`src/rtl/sdram_port_arbiter_pkg.sv`:
```
// Shared widths, FSM state encoding and latched-command record for the
// two-port SDRAM arbiter.
package sdram_arb_pkg;

  localparam int SDRAM_ADDR_W = 13;
  localparam int SDRAM_BANK_W = 2;
  localparam int SDRAM_COL_W  = 9;
  localparam int SDRAM_DATA_W = 16;

  typedef enum logic [1:0] {
    IDLE,
    ROW,
    COL,
    WAIT
  } arb_state_t;

  typedef struct packed {
    logic                    we;
    logic [SDRAM_BANK_W-1:0] bank;
    logic [SDRAM_ADDR_W-1:0] row;
    logic [SDRAM_COL_W-1:0]  col;
    logic [SDRAM_DATA_W-1:0] wdata;
  } sdram_cmd_t;

endpackage

```
`src/rtl/sdram_port_arbiter_rr_pick_2.sv`:
```
// Two-requester winner select. Round-robin on ties by default; with
// ARB_FIXED_PRIO_EN defined, port 0 always wins a tie.
module rr_pick_2 (
  input  logic [1:0] req_i,
  input  logic       last_i,
  output logic [1:0] pick_o
);

`ifdef ARB_FIXED_PRIO_EN
  logic unused_last;
  assign unused_last = last_i;
`endif

  // One-hot winner; a tie goes to the port not granted last.
  always_comb begin
    pick_o = '0;
    unique case (req_i)
      2'b01:   pick_o = 2'b01;
      2'b10:   pick_o = 2'b10;
`ifdef ARB_FIXED_PRIO_EN
      2'b11:   pick_o = 2'b01;
`else
      2'b11:   pick_o = last_i ? 2'b01 : 2'b10;
`endif
      default: pick_o = '0;
    endcase
  end

endmodule

```
`src/rtl/sdram_port_arbiter.sv`:
```
// Two-port request scheduler in front of memory_controller. Sequences the
// winning request through ROW, COL, WAIT and returns DONE/RVALID/RDATA.
// Optional build macro: ARB_FIXED_PRIO_EN (port 0 strict priority on ties).
module sdram_port_arbiter
  import sdram_arb_pkg::*;
#(
  parameter int ADDR_W   = SDRAM_ADDR_W,
  parameter int BANK_W   = SDRAM_BANK_W,
  parameter int COL_W    = SDRAM_COL_W,
  parameter int DATA_W   = SDRAM_DATA_W,
  parameter int WAIT_CYC = 3
) (
  input  logic                CLK,
  input  logic                NRST,
  input  logic [1:0]          REQ,
  input  logic [1:0]          REQ_WE,
  input  logic [2*BANK_W-1:0] REQ_BANK,
  input  logic [2*ADDR_W-1:0] REQ_ROW,
  input  logic [2*COL_W-1:0]  REQ_COL,
  input  logic [2*DATA_W-1:0] REQ_WDATA,
  output logic [1:0]          GNT,
  output logic [1:0]          DONE,
  output logic [1:0]          RVALID,
  output logic [DATA_W-1:0]   RDATA,
  input  logic                MC_RDY,
  output logic [ADDR_W-1:0]   MC_ADR,
  output logic [BANK_W-1:0]   MC_BDR,
  output logic [DATA_W-1:0]   MC_DIN,
  input  logic [DATA_W-1:0]   MC_DOUT,
  output logic                MC_WE,
  output logic                MC_RE
);

  localparam int CW = (WAIT_CYC > 1) ? $clog2(WAIT_CYC) : 1;

  arb_state_t        state_q, state_d;
  sdram_cmd_t        cmd_q, cmd_d, req_cmd;
  logic              win_q, win_d;
  logic              last_q, last_d;
  logic [CW-1:0]     cnt_q, cnt_d;
  logic [1:0]        gnt_q, gnt_d;
  logic [1:0]        done_q, done_d;
  logic [1:0]        rvalid_q, rvalid_d;
  logic [DATA_W-1:0] rdata_q, rdata_d;
  logic [1:0]        pick;

  rr_pick_2 u_pick (
    .req_i  (REQ),
    .last_i (last_q),
    .pick_o (pick)
  );

  // Fields of the port the picker selected, ready to be latched on grant.
  always_comb begin
    req_cmd.we    = REQ_WE[pick[1]];
    req_cmd.bank  = pick[1] ? REQ_BANK[2*BANK_W-1:BANK_W]   : REQ_BANK[BANK_W-1:0];
    req_cmd.row   = pick[1] ? REQ_ROW[2*ADDR_W-1:ADDR_W]    : REQ_ROW[ADDR_W-1:0];
    req_cmd.col   = pick[1] ? REQ_COL[2*COL_W-1:COL_W]      : REQ_COL[COL_W-1:0];
    req_cmd.wdata = pick[1] ? REQ_WDATA[2*DATA_W-1:DATA_W]  : REQ_WDATA[DATA_W-1:0];
  end

  // Next-state, grant/completion pulses and wait counter.
  always_comb begin
    state_d  = state_q;
    cmd_d    = cmd_q;
    win_d    = win_q;
    last_d   = last_q;
    cnt_d    = cnt_q;
    gnt_d    = '0;
    done_d   = '0;
    rvalid_d = '0;
    rdata_d  = rdata_q;
    unique case (state_q)
      IDLE: begin
        if (MC_RDY && (pick != 2'b00)) begin
          cmd_d   = req_cmd;
          win_d   = pick[1];
          last_d  = pick[1];
          gnt_d   = pick;
          state_d = ROW;
        end
      end
      ROW: state_d = COL;
      COL: begin
        cnt_d   = CW'(WAIT_CYC - 1);
        state_d = WAIT;
      end
      WAIT: begin
        if (cnt_q != '0) begin
          cnt_d = cnt_q - 1'b1;
        end else if (MC_RDY) begin
          done_d = {win_q, ~win_q};
          if (!cmd_q.we) begin
            rvalid_d = {win_q, ~win_q};
            rdata_d  = MC_DOUT;
          end
          state_d = IDLE;
        end
      end
      default: state_d = IDLE;
    endcase
  end

  // State and output registers; reset abandons any access in flight.
  always_ff @(posedge CLK or negedge NRST) begin
    if (!NRST) begin
      state_q  <= IDLE;
      cmd_q    <= '0;
      win_q    <= 1'b0;
      last_q   <= 1'b1;
      cnt_q    <= '0;
      gnt_q    <= '0;
      done_q   <= '0;
      rvalid_q <= '0;
      rdata_q  <= '0;
    end else begin
      state_q  <= state_d;
      cmd_q    <= cmd_d;
      win_q    <= win_d;
      last_q   <= last_d;
      cnt_q    <= cnt_d;
      gnt_q    <= gnt_d;
      done_q   <= done_d;
      rvalid_q <= rvalid_d;
      rdata_q  <= rdata_d;
    end
  end

  // Controller drive is decoded from registered state, so address, bank and
  // data hold from COL through WAIT and idle without extra registers.
  assign MC_ADR = (state_q == ROW) ? cmd_q.row : ADDR_W'(cmd_q.col);
  assign MC_BDR = cmd_q.bank;
  assign MC_DIN = cmd_q.wdata;
  assign MC_WE  = ((state_q == ROW) || (state_q == COL)) &&  cmd_q.we;
  assign MC_RE  = ((state_q == ROW) || (state_q == COL)) && !cmd_q.we;

  assign GNT    = gnt_q;
  assign DONE   = done_q;
  assign RVALID = rvalid_q;
  assign RDATA  = rdata_q;

endmodule

```
`config.mk`:
```
export PLATFORM = sky130hd
export DESIGN_NAME = sdram_port_arbiter
export DESIGN_NICKNAME = d
export VERILOG_FILES = /design/src/rtl/sdram_port_arbiter_pkg.sv /design/src/rtl/sdram_port_arbiter_rr_pick_2.sv /design/src/rtl/sdram_port_arbiter.sv
export SDC_FILE = /design/constraint.sdc
export NUM_CORES = 1
export LEC_CHECK = 0
export CAP_MARGIN = 10
export CORE_ASPECT_RATIO = 0.5
export CORE_MARGIN = 2
export CORE_UTILIZATION = 25
export DETAILED_ROUTE_END_ITERATION = 12
export GPL_TIMING_DRIVEN = 0
export MAX_ROUTING_LAYER = met4
export PLACE_DENSITY = 0.5
export SETUP_SLACK_MARGIN = 0.15
export SYNTH_ARGS = -nofsm -noshare
export SYNTH_HDL_FRONTEND = slang
export SYNTH_HIERARCHICAL = 1
export SYNTH_SLANG_ARGS = --single-unit
```
`constraint.sdc`:
```
create_clock -name CLK -period 2.4 [get_ports CLK]
set_clock_uncertainty 0.15 [all_clocks]
set_input_delay 0.6 -clock CLK [delete_from_list [all_inputs] [get_ports CLK]]
set_output_delay 0.6 -clock CLK [all_outputs]
set_load 0.005 [all_outputs]
```
==> results.md <==
- Largest net degree at the start of global routing: 65
- TritonCTS buffer count: 9
- CP max FO: 8
- Gr usage total: 14.3%
- Synth Area in Compound Gates: 8.18%
- Worst-Margin Slew: 356 ps
- Root Buffer: clkbuf_16
- Iter 0 DRT Violations: 106
- Synth warn: 6
- Syn Area/Cell: 11.3 um2
- Xor and xnor area share after synthesis: 0.261%
- Synth unique cells: 30
- # rows: 29
- Full die area: 14400 um2
- Vias in the first global route: 2803
- Longest Clk Path Bufs: 2
- Clock-pin slew on the worst setup and hold paths: 50 ps
- Post-Synth Adder-Cell Area: 2.24%
- Crit start category: flop
- # port buffers: 157
- Fmax: 431 MHz
- Top_reg_cell synth: dfrtp_1
- Dpl hpwl: 7060 um
- Slew margin rel.: 76.1%
- Final count of negative-setup-slack endpoints: 0
- Post-Layout Cell Count: 648
- Routed WL per cell: 14.6 um
- Fill cells: 1233
- Cells after Synth: 297
- Initial antenna violation count: 0
- Largest family of logic cells by synthesized area: multiplexers
- H-tree Lvls: 3
- Synth top cells by count: dfrtp_1 (68), o21ai_0 (43), mux2i_1 (42), nand2_1 (42), mux2_2 (19)
- DP Cell Count: 625
- Post-synthesis mux area share: 22.5%
- I/O Pins: 158
- Static Leak: 2.57 nW
- Power Total: 6.00 mW
- Die W: 168 um
- Final hold violations: 0
- Max incr delay on CP: 390 ps
- Max VDD drop: 0.396 mV
- Setup TNS: 0 ps
- CTS tree: built
- Period utilisation layout: 96.7%
- Mapped Nets: 406
- FF/Latch Area: 1730 um2
- Area share of the leading cell type in the synthesized netlist: 50.8%
- DRC Markers: 0
- Dpl ws: -534 ps
- Cell area power density: 1070 nW/um2
- Main area contributors after synthesis: dfrtp_1 (51%), mux2i_1 (13%), o21ai_0 (6.4%), mux2_2 (6.4%), nand2_1 (4.7%)
- Placeable Area: 12900 um2
- Drt pass-1 iters: 4
- Cell Area, Synth: 3350 um2
- Data required, critical path: 1650 ps
- Status: completed
- Hold Crit Class: reg -> reg
- Grt ovf: 0
- Fin util: 43.7%
- Antenna cells: 0
- Crit Path Class: reg -> out
- GPL Wtd Cong: 0.712
- Max Transition Viols Final: 0
- Max Cap Violations: 0
- Share of cells above drive strength 1: 23.0%
- RSZ-0062 raised after global routing: true
- Worst-path cell chain: inv_2 -> ha_4 -> clkbuf_16 -> mux2_4 -> buf_6
- Synth Register Bits: 69
- Most frequent cell after synthesis: dfrtp_1
- Post-layout minimum cycle time: 2320 ps
- Die Height: 85.8 um
- Post-route worst setup slack: 78.9 ps
- Arrival @ worst endpoint: 1570 ps
- Worst path slowest cell: dfrtp_1
- Async S/R FF share, synth: 100%
- Seq/Total Area, Yosys: 51.6%
- Post-synth EDFFs: 0
- Post-synthesis simple-gate area fraction: 7.47%
- Multi-input gate area: 1440 um2
- Routed wire length: 9490 um
- CP endpoint kind: primary output
- Cell taking the most area after synthesis: dfrtp_1
- # clock sinks: 69
- Global-route wire length before repair: 15200 um
- Vias: 2680
- Area grow syn2layout: 68.1%
- Clk_lat worst skew: 330 ps
- DRT antenna net count: 0
- Vias per Instance: 4.14
- Starting Density: 26.0%
- Final #Nets: 584
[cell families (layout without fill, tap and decap cells)]
kind of cell / after synthesis / in the layout
simple gates: 59 / 59
mux: 69 / 69
compound gates: 50 / 50
xor+xnor: 1 / 1
flops: 69 / 69
buf+inv: 43 / 224
fa+ha+maj: 6 / 6
[flip-flops by register name, summed over array words and instances (netlist names)]
register  cells
RVALID        2
RDATA        16
last_q        1
win_q         1
DONE          2
cnt_q         2
cmd_q        23
state_q       2
GNT           2
MC_DIN       16
MC_BDR        2
[layout make-up]
| type | count | share of cell area [%] |
|---|---|---|
| Buffer | 34 | 4.73 |
| Clock buffer | 13 | 4.62 |
| Clock inverter | 1 | 0.133 |
| Inverter | 9 | 0.600 |
| Multi-Input combinational cell | 185 | 25.6 |
| Sequential cell | 69 | 30.7 |
| Tap cell | 170 | 3.78 |
| Timing Repair Buffer | 167 | 29.8 |
[layout by cell type, fill, tap and decap left out, types with 2 or more instances in the layout]
cell type        count
mux2_2              10
nand2_1             42
and2_4               3
buf_4               28
inv_1                7
clkbuf_1             2
buf_6               16
o21ai_0             43
and2_1               2
mux2_4              17
ha_4                 2
mux2i_1             42
clkdlybuf4s50_1    141
dfrtp_1             68
clkbuf_8             2
clkbuf_16           10
clkbuf_2             9
a21boi_1             2
nor2_1               6
buf_2                3
inv_2                2
ha_1                 4
[stage by stage]
stage	instance area [um2]	hold slack, ps
6_report	5630	294
5_1_grt	5630	313
4_1_cts	5570	297
3_5_place_dp	5160	275
3_3_place_gp	5130	298
2_1_floorplan	3350	154
[routing by layer]
| metal | GRT usage [%] | up-vias | wire length, um |
|---|---|---|---|
| met5 | - | - | 0 |
| met4 | 4.03 | 0 | 72 |
| met3 | 3.46 | 7 | 347 |
| met2 | 23.6 | 51 | 4690 |
| met1 | 17.7 | 1271 | 4380 |
| li1 | - | 1351 | - |
[worst max-delay path: cells and delay by family, from the launching register on]
kind	cells	cell delay (ps)
DFF	1	390
muxes	1	320
buffers and inverters	3	370
adders and majority gates	1	160
[path summary, 6_finish.rpt]
| kind | from | endpoint | slack (ps) | cells after the start |
|---|---|---|---|---|
| max in group asynchronous | NRST | last_q | 1060 | 3 |
| worst min-delay path | win_q | RVALID[0] | 290 | 1 |
| worst min register to register | win_q | RVALID[0] | 290 | 1 |
| worst max register to register | state_q[0] | RDATA[6] | 300 | 7 |
| worst max-delay path | state_q[1] | MC_ADR[3] | 80 | 5 |
| min in group asynchronous | NRST | cmd_q[32] | 480 | 2 |
[power breakdown]
part	switching [mW]	internal [mW]	leakage [nW]	total [mW]
clock	0.462	0.744	0.128	1.21
combinational	1.04	1.81	1.58	2.86
sequential	0.265	1.67	0.865	1.94
total	1.77	4.23	2.57	6.00
[timing repair]
| action | 4_1_cts | 5_1_grt |
|---|---|---|
| hold endpoints to repair | 5 | 0 |
| setup endpoints to repair | 57 | 56 |
| hold buffers | 1 | 0 |
| buffers inserted | 5 | 3 |
| gates resized for setup | 88 | 29 |
| pin swaps | 1 | 1 |
No activity file was read; power rests on OpenSTA's default activity.
